`config.mk`:
```
export PLATFORM = sky130hd
export DESIGN_NAME = l1a_trigger_receiver_flat
export DESIGN_NICKNAME = d
export VERILOG_FILES = /design/src/rtl/l1a_pkg.sv /design/src/rtl/l1a_trigger_receiver_if.sv /design/src/rtl/l1a_event_fifo.sv /design/src/rtl/l1a_trigger_receiver.sv /design/src/flat_wrapper.sv
export SDC_FILE = /design/constraint.sdc
export NUM_CORES = 1
export LEC_CHECK = 0
export CORE_UTILIZATION = 60
export DETAILED_ROUTE_END_ITERATION = 10
export GPL_TIMING_DRIVEN = 0
export PLACE_DENSITY = 0.79
export SLEW_MARGIN = 40
export SYNTH_ARGS = -nofsm -noshare
export SYNTH_HDL_FRONTEND = slang
export SYNTH_SLANG_ARGS = --single-unit
```
`constraint.sdc`:
```
create_clock -name clk -period 8.4 [get_ports clk]
set_clock_uncertainty 0.1 [all_clocks]
set_input_delay 0.84 -clock clk [delete_from_list [all_inputs] [get_ports clk]]
set_output_delay 0.84 -clock clk [all_outputs]
set_load 0.01 [all_outputs]
```
`src/rtl/l1a_pkg.sv`:
```
// Shared defaults, event record and output-stage state type for the L1A trigger receiver.
package l1a_pkg;

    localparam int L1A_EVID_W      = 24;
    localparam int L1A_BCID_W      = 12;
    localparam int L1A_BC_MAX      = 3564;
    localparam int L1A_DEPTH       = 8;
    localparam int L1A_MIN_SPACING = 3;

    typedef struct packed {
        logic [L1A_EVID_W-1:0] evid;
        logic [L1A_BCID_W-1:0] bcid;
    } l1a_event_t;

    typedef enum logic {
        OUT_EMPTY = 1'b0,
        OUT_FULL  = 1'b1
    } out_state_t;

endpackage

```
`src/rtl/l1a_trigger_receiver_if.sv`:
```
// Readout handshake between the trigger receiver (master) and readout logic (slave).
interface l1a_trigger_receiver_if
    import l1a_pkg::*;
#(
    parameter int EVID_W = L1A_EVID_W,
    parameter int BCID_W = L1A_BCID_W
);
    logic              rd_valid;
    logic              rd_ready;
    logic [EVID_W-1:0] rd_evid;
    logic [BCID_W-1:0] rd_bcid;

    modport master (output rd_valid, output rd_evid, output rd_bcid, input rd_ready);
    modport slave  (input rd_valid, input rd_evid, input rd_bcid, output rd_ready);
endinterface

```
`src/rtl/l1a_event_fifo.sv`:
```
// Circular event buffer; pointers carry one extra wrap bit so full and empty differ.
module l1a_event_fifo
    import l1a_pkg::*;
#(
    parameter int  DEPTH   = L1A_DEPTH,
    parameter type entry_t = l1a_event_t
) (
    input  logic                     clk,
    input  logic                     rst,
    input  logic                     push_i,
    input  entry_t                   push_data_i,
    input  logic                     pop_i,
    output entry_t                   pop_data_o,
    output logic                     full_o,
    output logic                     empty_o,
    output logic [$clog2(DEPTH):0]   count_o
);
    localparam int AW = $clog2(DEPTH);

    entry_t        mem_q [DEPTH];
    logic [AW:0]   wr_ptr_q;
    logic [AW:0]   rd_ptr_q;
    logic          do_push_s;
    logic          do_pop_s;

    assign empty_o    = (wr_ptr_q == rd_ptr_q);
    assign full_o     = (wr_ptr_q[AW] != rd_ptr_q[AW]) && (wr_ptr_q[AW-1:0] == rd_ptr_q[AW-1:0]);
    assign count_o    = wr_ptr_q - rd_ptr_q;
    assign pop_data_o = mem_q[rd_ptr_q[AW-1:0]];
    assign do_push_s  = push_i && !full_o;
    assign do_pop_s   = pop_i && !empty_o;

    // Pointer update; reset discards everything queued.
    always_ff @(posedge clk or posedge rst) begin
        if (rst) begin
            wr_ptr_q <= '0;
            rd_ptr_q <= '0;
        end else begin
            if (do_push_s) wr_ptr_q <= wr_ptr_q + {{AW{1'b0}}, 1'b1};
            if (do_pop_s)  rd_ptr_q <= rd_ptr_q + {{AW{1'b0}}, 1'b1};
        end
    end

    // Storage array, no reset needed: contents are only read behind the pointers.
    always_ff @(posedge clk) begin
        if (do_push_s) mem_q[wr_ptr_q[AW-1:0]] <= push_data_i;
    end
endmodule

```
`src/rtl/l1a_trigger_receiver.sv`:
```
// L1A consumer: spacing rule, EVID/BCID tagging, event queue and registered readout head.
module l1a_trigger_receiver
    import l1a_pkg::*;
#(
    parameter int EVID_W      = L1A_EVID_W,
    parameter int BCID_W      = L1A_BCID_W,
    parameter int BC_MAX      = L1A_BC_MAX,
    parameter int DEPTH       = L1A_DEPTH,
    parameter int MIN_SPACING = L1A_MIN_SPACING
) (
    input  logic                            clk,
    input  logic                            rst,
    input  logic                            l1a,
    input  logic                            bc0,
    input  logic                            ecr,
    l1a_trigger_receiver_if.master          rd_if,
    output logic                            busy,
    output logic                            overflow,
    output logic [15:0]                     drop_cnt
);
    localparam int OCC_W = $clog2(DEPTH) + 1;
    localparam int SP_W  = $clog2(MIN_SPACING + 1);

    typedef struct packed {
        logic [EVID_W-1:0] evid;
        logic [BCID_W-1:0] bcid;
    } event_t;

    logic [BCID_W-1:0] bcid_q, bcid_d;
    logic [EVID_W-1:0] evid_q, evid_d, evid_tag_s;
    logic [SP_W-1:0]   spc_q, spc_d;
    logic              overflow_q, overflow_d;
    logic [15:0]       drop_q, drop_d;
    out_state_t        state_q;
    event_t            head_q;
    logic              rd_valid_q;

    logic              pop_hs_s, q_full_s, spacing_ok_s;
    logic              accept_s, reject_s, lost_full_s;
    logic              fifo_pop_s, fifo_full_s, fifo_empty_s;
    logic [OCC_W-1:0]  fifo_count_s, occ_s;
    event_t            fifo_wdata_s, fifo_rdata_s;

    // Occupancy counts the head register so back-pressure reflects every held event.
    assign pop_hs_s     = (state_q == OUT_FULL) && rd_if.rd_ready;
    assign occ_s        = fifo_count_s + {{(OCC_W-1){1'b0}}, (state_q == OUT_FULL)};
    assign q_full_s     = (occ_s >= OCC_W'(DEPTH)) || fifo_full_s;
    assign spacing_ok_s = (spc_q == {SP_W{1'b0}});
    assign fifo_pop_s   = !fifo_empty_s && ((state_q == OUT_EMPTY) || pop_hs_s);
    assign fifo_wdata_s = '{evid: evid_tag_s, bcid: bcid_q};

    // Trigger acceptance and next-state of counters and status.
    always_comb begin
        accept_s    = l1a && spacing_ok_s && (!q_full_s || pop_hs_s);
        reject_s    = l1a && !accept_s;
        lost_full_s = l1a && spacing_ok_s && q_full_s && !pop_hs_s;
        evid_tag_s  = ecr ? {EVID_W{1'b0}} : evid_q;

        if (bc0) begin
            bcid_d = {BCID_W{1'b0}};
        end else if (bcid_q == BCID_W'(BC_MAX - 1)) begin
            bcid_d = {BCID_W{1'b0}};
        end else begin
            bcid_d = bcid_q + {{(BCID_W-1){1'b0}}, 1'b1};
        end

        if (accept_s) begin
            evid_d = evid_tag_s + {{(EVID_W-1){1'b0}}, 1'b1};
        end else if (ecr) begin
            evid_d = {EVID_W{1'b0}};
        end else begin
            evid_d = evid_q;
        end

        if (accept_s) begin
            spc_d = SP_W'(MIN_SPACING - 1);
        end else if (!spacing_ok_s) begin
            spc_d = spc_q - {{(SP_W-1){1'b0}}, 1'b1};
        end else begin
            spc_d = spc_q;
        end

        overflow_d = overflow_q | lost_full_s;

        if (reject_s && (drop_q != 16'hFFFF)) begin
            drop_d = drop_q + 16'd1;
        end else begin
            drop_d = drop_q;
        end
    end

    // Counter and status registers.
    always_ff @(posedge clk or posedge rst) begin
        if (rst) begin
            bcid_q     <= {BCID_W{1'b0}};
            evid_q     <= {EVID_W{1'b0}};
            spc_q      <= {SP_W{1'b0}};
            overflow_q <= 1'b0;
            drop_q     <= 16'd0;
        end else begin
            bcid_q     <= bcid_d;
            evid_q     <= evid_d;
            spc_q      <= spc_d;
            overflow_q <= overflow_d;
            drop_q     <= drop_d;
        end
    end

    // Output stage: head register holds data stable until the handshake.
    always_ff @(posedge clk or posedge rst) begin
        if (rst) begin
            state_q    <= OUT_EMPTY;
            head_q     <= '0;
            rd_valid_q <= 1'b0;
        end else begin
            case (state_q)
                OUT_EMPTY: begin
                    if (!fifo_empty_s) begin
                        head_q     <= fifo_rdata_s;
                        state_q    <= OUT_FULL;
                        rd_valid_q <= 1'b1;
                    end
                end
                OUT_FULL: begin
                    if (rd_if.rd_ready) begin
                        if (!fifo_empty_s) begin
                            head_q <= fifo_rdata_s;
                        end else begin
                            state_q    <= OUT_EMPTY;
                            rd_valid_q <= 1'b0;
                        end
                    end
                end
                default: begin
                    state_q    <= OUT_EMPTY;
                    rd_valid_q <= 1'b0;
                end
            endcase
        end
    end

    l1a_event_fifo #(
        .DEPTH   (DEPTH),
        .entry_t (event_t)
    ) u_fifo (
        .clk         (clk),
        .rst         (rst),
        .push_i      (accept_s),
        .push_data_i (fifo_wdata_s),
        .pop_i       (fifo_pop_s),
        .pop_data_o  (fifo_rdata_s),
        .full_o      (fifo_full_s),
        .empty_o     (fifo_empty_s),
        .count_o     (fifo_count_s)
    );

    assign rd_if.rd_valid = rd_valid_q;
    assign rd_if.rd_evid  = head_q.evid;
    assign rd_if.rd_bcid  = head_q.bcid;
    assign busy           = (occ_s >= OCC_W'(DEPTH - 2));
    assign overflow       = overflow_q;
    assign drop_cnt       = drop_q;
endmodule

```
`src/flat_wrapper.sv`:
```
// flat-port wrapper written by rule: the top's interface ports become plain ports
module l1a_trigger_receiver_flat import l1a_pkg::*;
#(
    parameter int EVID_W      = L1A_EVID_W,
    parameter int BCID_W      = L1A_BCID_W,
    parameter int BC_MAX      = L1A_BC_MAX,
    parameter int DEPTH       = L1A_DEPTH,
    parameter int MIN_SPACING = L1A_MIN_SPACING
)
  (clk, rst, l1a, bc0, ecr, busy, overflow, drop_cnt, rd_if_rd_valid, rd_if_rd_evid, rd_if_rd_bcid, rd_if_rd_ready);
  l1a_trigger_receiver_if #(.EVID_W(EVID_W), .BCID_W(BCID_W)) rd_if_i ();
  input  logic clk;
  input  logic rst;
  input  logic l1a;
  input  logic bc0;
  input  logic ecr;
  output logic busy;
  output logic overflow;
  output logic [15:0] drop_cnt;
  output wire logic [$bits(rd_if_i.rd_valid)-1:0] rd_if_rd_valid;
  output wire logic [$bits(rd_if_i.rd_evid)-1:0] rd_if_rd_evid;
  output wire logic [$bits(rd_if_i.rd_bcid)-1:0] rd_if_rd_bcid;
  input wire logic [$bits(rd_if_i.rd_ready)-1:0] rd_if_rd_ready;
  assign rd_if_rd_valid = rd_if_i.rd_valid;
  assign rd_if_rd_evid = rd_if_i.rd_evid;
  assign rd_if_rd_bcid = rd_if_i.rd_bcid;
  assign rd_if_i.rd_ready = rd_if_rd_ready;
  l1a_trigger_receiver #(.EVID_W(EVID_W), .BCID_W(BCID_W), .BC_MAX(BC_MAX), .DEPTH(DEPTH), .MIN_SPACING(MIN_SPACING)) u_core (.clk(clk), .rst(rst), .l1a(l1a), .bc0(bc0), .ecr(ecr), .rd_if(rd_if_i), .busy(busy), .overflow(overflow), .drop_cnt(drop_cnt));
endmodule
```
==> summary.log <==
[placed_design] number of placed instances with taps included 1337
[route] via count normalized by instance count 6.03
[sta] number of pins exceeding their max-slew limit in the final report 0
[placed_design] Detailed Place HPWL 20600 um
[clocking] clock input transition at the sequential cells of the worst setup and hold paths 60 ps
[pwr] ratio of total power to cell area 320 nW/um2
[global_routing] largest net degree at the start of global routing 75
[route] number of antenna-violating nets in the routed design 0
[sta] least setup slack across all paths after layout 2830 ps
[worst_setup_path] Critical Path Fanout Max 10
[placed_design] minimum setup slack after placement 2910 ps
[yosys] cell count after synthesis 885
[cells_and_area] number of diodes 0
[die] die footprint 26500 um2
[yosys] net count of the mapped netlist 904
[worst_setup_path] signal arrival time at the worst endpoint 5690 ps
[worst_setup_path] depth of the worst register-to-register path 15
[yosys] count of cell types in the netlist 45
[yosys] Avg Inst Size Synth 17.5 um2
[sta] Achievable Freq 180 MHz
[worst_setup_path] worst-path cell chain clkbuf_1, buf_1, inv_1, ha_1, ha_1, a21oi_1, a211oi_4, or3_2, clkbuf_1, nor4b_2, buf_2, buf_2, buf_2, buf_2, buf_2
[worst_setup_path] critical path's slowest cell sky130_fd_sc_hd__nor4b_2
[sta] fin crit period 5570 ps
[sta] Max transition margin 43.2%
[cells_and_area] Post-Route Utilization 72.4%
[route] detailed-route wire length per cell 22.4 um
[clocking] CTS tree built
[clocking] CTS root buffer sky130_fd_sc_hd__clkbuf_16
[global_routing] aggregate global routing overflow 0
[global_routing] total global-route track usage 25.0%
[clocking] largest buffer count on any clock path 3
[clocking] clock latency on the worst-skew pair 520 ps
[pwr] total leakage power 6.55 nW
[worst_setup_path] worst reg2reg setup slack 2830 ps
[worst_setup_path] R2R Path End u_core.u_fifo.mem_q[1][21]$_DFFE_PP_
[placed_design] RD Place Congestion 0.815
[global_routing] first-pass GRT wire length 49100 um
[yosys] dominant combinational cell family by area after synthesis multiplexers
[worst_setup_path] most frequent cell on the critical path sky130_fd_sc_hd__buf_2
[global_routing] number of global-route vias before repair 8648
[yosys] register area share after synthesis 72.1%
[route] drt first-iter violations 808
[yosys] post-synthesis mux area share 13.1%
[sta] Final Hold Fails 0
[yosys] Yosys warning count 0
[worst_setup_path] source of the worst register-to-register timing path u_core.u_fifo.rd_ptr_q[2]$_DFFE_PP0P_
[clocking] buffer count from post-CTS setup fixing 0
[clocking] sink count of the clock tree 389
[placed_design] number of I/O port buffers 60
[sta] worst slew pin tran 852 ps
[cells_and_area] number of nets in the layout 1066
[worst_setup_path] crit-path max cell delay 630 ps
[cells_and_area] area added between synthesis and finish 17.9%
[route] total wire length 31500 um
[sta] unrepaired setup endpoints after global routing no
[route] M1 wire length 13200 um
[route] met2 wirelength from detailed routing 15900 um
[worst_setup_path] type of the worst setup path reg2reg
[worst_setup_path] required arrival time at the worst endpoint 8520 ps
[clocking] PostCTS Resize Cnt 0
[hold_path] hold path endpoint u_core.overflow$_DFF_PP0_
[hold_path] class of the tightest hold or removal check reg2reg
[die] effective utilization at floorplan 61.4%
[run_status] status complete, no violations
[yosys] fraction of the mapped netlist area in simple logic gates 7.17%
[pwr] Cell Int Power 0.00415 W
[worst_setup_path] nature of the critical path endpoint flop
[pwr] largest vdd supply drop 217 uV
[pwr] sequential share of power 41.2%
[run] number of max-cap violations 0
[route] routed length on met3 1810 um
[die] number of I/O pins 61
[route] residual DRC count 0
[sta] final hold slack 371 ps
[clocking] # H-tree levels 2
[clocking] TritonCTS Buffers 38
[yosys] xor and xnor area share after synthesis 3.37%
[hold_path] min-delay src u_core.overflow$_DFF_PP0_
[pwr] switch share 29.1%
[sta] Final Setup Violations 0
[yosys] number of flip-flops and latches in the synthesized netlist 389
[yosys] compound-cell area share of the yosys netlist 1.76%
[cells_and_area] number of non-filler instances in the completed layout 1407
[die] core area 25300 um2
[yosys] post-synth design cell area 15500 um2
[die] Die Width 163 um
[yosys] fraction of the mapped netlist area in adder cells 1.10%
[route] Top Metal Used met4
[pwr] part of the power in combinational logic 28.7%
[die] die height 163 um
[route] number of search-and-repair iterations in the first detailed-routing pass 5
[hold_path] Worst Hold Path Cells 1
[die] Placement Rows 58
[worst_setup_path] sort of element at the start of the critical path flop
[global_routing] number of antenna violations at the first check in global routing 0
[pwr] Switching Power 0.00170 W
[pwr] Total Power 0.00585 W
[pwr] part of the power in the clock network 30.2%
[route] total number of vias 8491
[sta] final cycle utilization of the critical path 66.3%
[clocking] Hold Buf Count CTS 0
[cells_and_area] share of post-route cells with drive strength above 1 20.9%
[registers in the layout, indices dropped and copies added (netlist names)]
signal,flops
u_core.u_fifo.wr_ptr_q,4
u_core.u_fifo.mem_q,288
u_core.rd_if.rd_bcid,12
u_core.drop_cnt,16
u_core.overflow,1
u_core.rd_if.rd_evid,24
u_core.rd_if.rd_valid,1
u_core.state_q,1
u_core.spc_q,2
u_core.bcid_q,12
u_core.evid_q,24
u_core.u_fifo.rd_ptr_q,4
[worst max-delay path by stage]
| stage | from | to | slack (ps) | depth (start not counted) |
|---|---|---|---|---|
| 2_1_floorplan | u_core.u_fifo.rd_ptr_q[2]$_DFFE_PP0P_ | u_core.u_fifo.mem_q[2][0]$_DFFE_PP_ | 1270 | 10 |
| 3_3_place_gp | u_core.u_fifo.rd_ptr_q[2]$_DFFE_PP0P_ | u_core.u_fifo.mem_q[1][21]$_DFFE_PP_ | -3220 | 10 |
| 3_5_place_dp | u_core.u_fifo.rd_ptr_q[2]$_DFFE_PP0P_ | u_core.u_fifo.mem_q[1][21]$_DFFE_PP_ | 2910 | 15 |
| 4_1_cts | u_core.u_fifo.rd_ptr_q[2]$_DFFE_PP0P_ | u_core.u_fifo.mem_q[1][25]$_DFFE_PP_ | 2860 | 15 |
| 5_1_grt | u_core.u_fifo.rd_ptr_q[2]$_DFFE_PP0P_ | u_core.u_fifo.mem_q[1][25]$_DFFE_PP_ | 2570 | 15 |
| 6_report | u_core.u_fifo.rd_ptr_q[2]$_DFFE_PP0P_ | u_core.u_fifo.mem_q[1][21]$_DFFE_PP_ | 2830 | 15 |
[routing by layer]
| metal | track usage [%] | up-vias |
|---|---|---|
| li1 | - | 3744 |
| met1 | 34.9 | 4384 |
| met2 | 41.5 | 315 |
| met3 | 3.57 | 48 |
| met4 | 7.31 | 0 |
| met5 | 0 | - |
[synthesized netlist by cell type (all sizes together)]
| cell type | count | area [um2] |
|---|---|---|
| mux2 | 3 | 33.8 |
| clkbuf | 22 | 82.6 |
| buf | 18 | 85.1 |
| and3 | 7 | 43.8 |
| nor4b | 6 | 52.6 |
| nand4 | 16 | 100 |
| or3 | 3 | 25.0 |
| nand2b | 4 | 25.0 |
| ha | 12 | 150 |
| and2 | 5 | 31.3 |
| o31ai | 1 | 7.51 |
| nor4bb | 1 | 10.0 |
| and4b | 1 | 13.8 |
| a21oi | 5 | 25.0 |
| nor2 | 22 | 82.6 |
| fa | 1 | 20.0 |
| o41ai | 2 | 17.5 |
| xnor2 | 27 | 236 |
| and4 | 4 | 35.0 |
| nor3 | 15 | 75.1 |
| dfrtp | 101 | 2530 |
| a21o | 1 | 7.51 |
| or2 | 1 | 6.26 |
| mux2i | 37 | 370 |
| nor4 | 10 | 62.6 |
| edfxtp | 288 | 8650 |
| nor3b | 4 | 30.0 |
| mux4 | 72 | 1620 |
| nand3b | 2 | 15.0 |
| nand3 | 25 | 125 |
| nor2b | 23 | 144 |
| a41o | 1 | 10.0 |
| xor2 | 30 | 263 |
| xnor3 | 1 | 23.8 |
| a211oi | 1 | 20.0 |
| nand2 | 60 | 225 |
| or4b | 1 | 10.0 |
| inv | 15 | 56.3 |
| o21ai | 37 | 185 |
[critical path, delay by kind of cell (launching register included)]
family | cells | cell delay [ps]
adders and majority gates | 2 | 690
DFF | 1 | 320
AOI/OAI and AO/OA | 2 | 480
and+or+nand+nor | 2 | 1090
buffers and inverters | 9 | 2560
[layout by cell type (no fill, tap or decap), types with 5 or more instances in the layout]
cell type and n:
sky130_fd_sc_hd__buf_1 6, sky130_fd_sc_hd__inv_1 12, sky130_fd_sc_hd__clkbuf_1 30, sky130_fd_sc_hd__mux2i_1 37, sky130_fd_sc_hd__nor3_1 12, sky130_fd_sc_hd__nor2_1 22, sky130_fd_sc_hd__and3_1 7, sky130_fd_sc_hd__dfrtp_1 101
sky130_fd_sc_hd__xor2_1 30, sky130_fd_sc_hd__buf_4 13, sky130_fd_sc_hd__nand4_1 16, sky130_fd_sc_hd__ha_1 12, sky130_fd_sc_hd__buf_2 58, sky130_fd_sc_hd__nand3_1 25, sky130_fd_sc_hd__a21oi_1 5, sky130_fd_sc_hd__clkbuf_16 42
sky130_fd_sc_hd__edfxtp_1 288, sky130_fd_sc_hd__mux4_2 72, sky130_fd_sc_hd__xnor2_1 27, sky130_fd_sc_hd__clkdlybuf4s50_1 60, sky130_fd_sc_hd__nor2b_1 23, sky130_fd_sc_hd__nor4_1 9, sky130_fd_sc_hd__nand2_1 60, sky130_fd_sc_hd__clkinv_2 6
sky130_fd_sc_hd__o21ai_0 37
[area by class of cell]
type | instances | area, um2
plain buffers | 40 | 173
repair buffers | 122 | 988
clock buffers | 55 | 1140
well taps | 330 | 413
inverters | 15 | 66.3
clock inverters | 15 | 173
multi-input cells | 441 | 4150
flip-flops and latches | 389 | 11200
fillers | 1500 | 6980
[cell families (layout without fill, tap and decap cells)]
kind of cell               count (synthesis)  in the layout
AOI/OAI and AO/OA                         48             48
xor gates and xnor gates                  58             58
adders and majority gates                 13             13
buffers and inverters                     55            247
DFF                                      389            389
muxes                                    112            112
and+or+nand+nor                          210            210
[power by group through the flow]
stage	Clock, W	Sequential, W	Combinational, W
2_1_floorplan	0	0.00248	0.00102
3_3_place_gp	0	0.00245	0.00161
3_5_place_dp	0	0.00245	0.00167
4_1_cts	0.00178	0.00241	0.00170
5_1_grt	0.00186	0.00243	0.00182
6_report	0.00176	0.00241	0.00168
[metrics by stage]
stage	setup TNS (ps)	area [um2]
floorplan	0	15500
global placement	-433030	16500
detailed placement	0	17000
CTS	0	18300
global route	0	18300
finish	0	18300
Power figures use the tool's default switching activity.
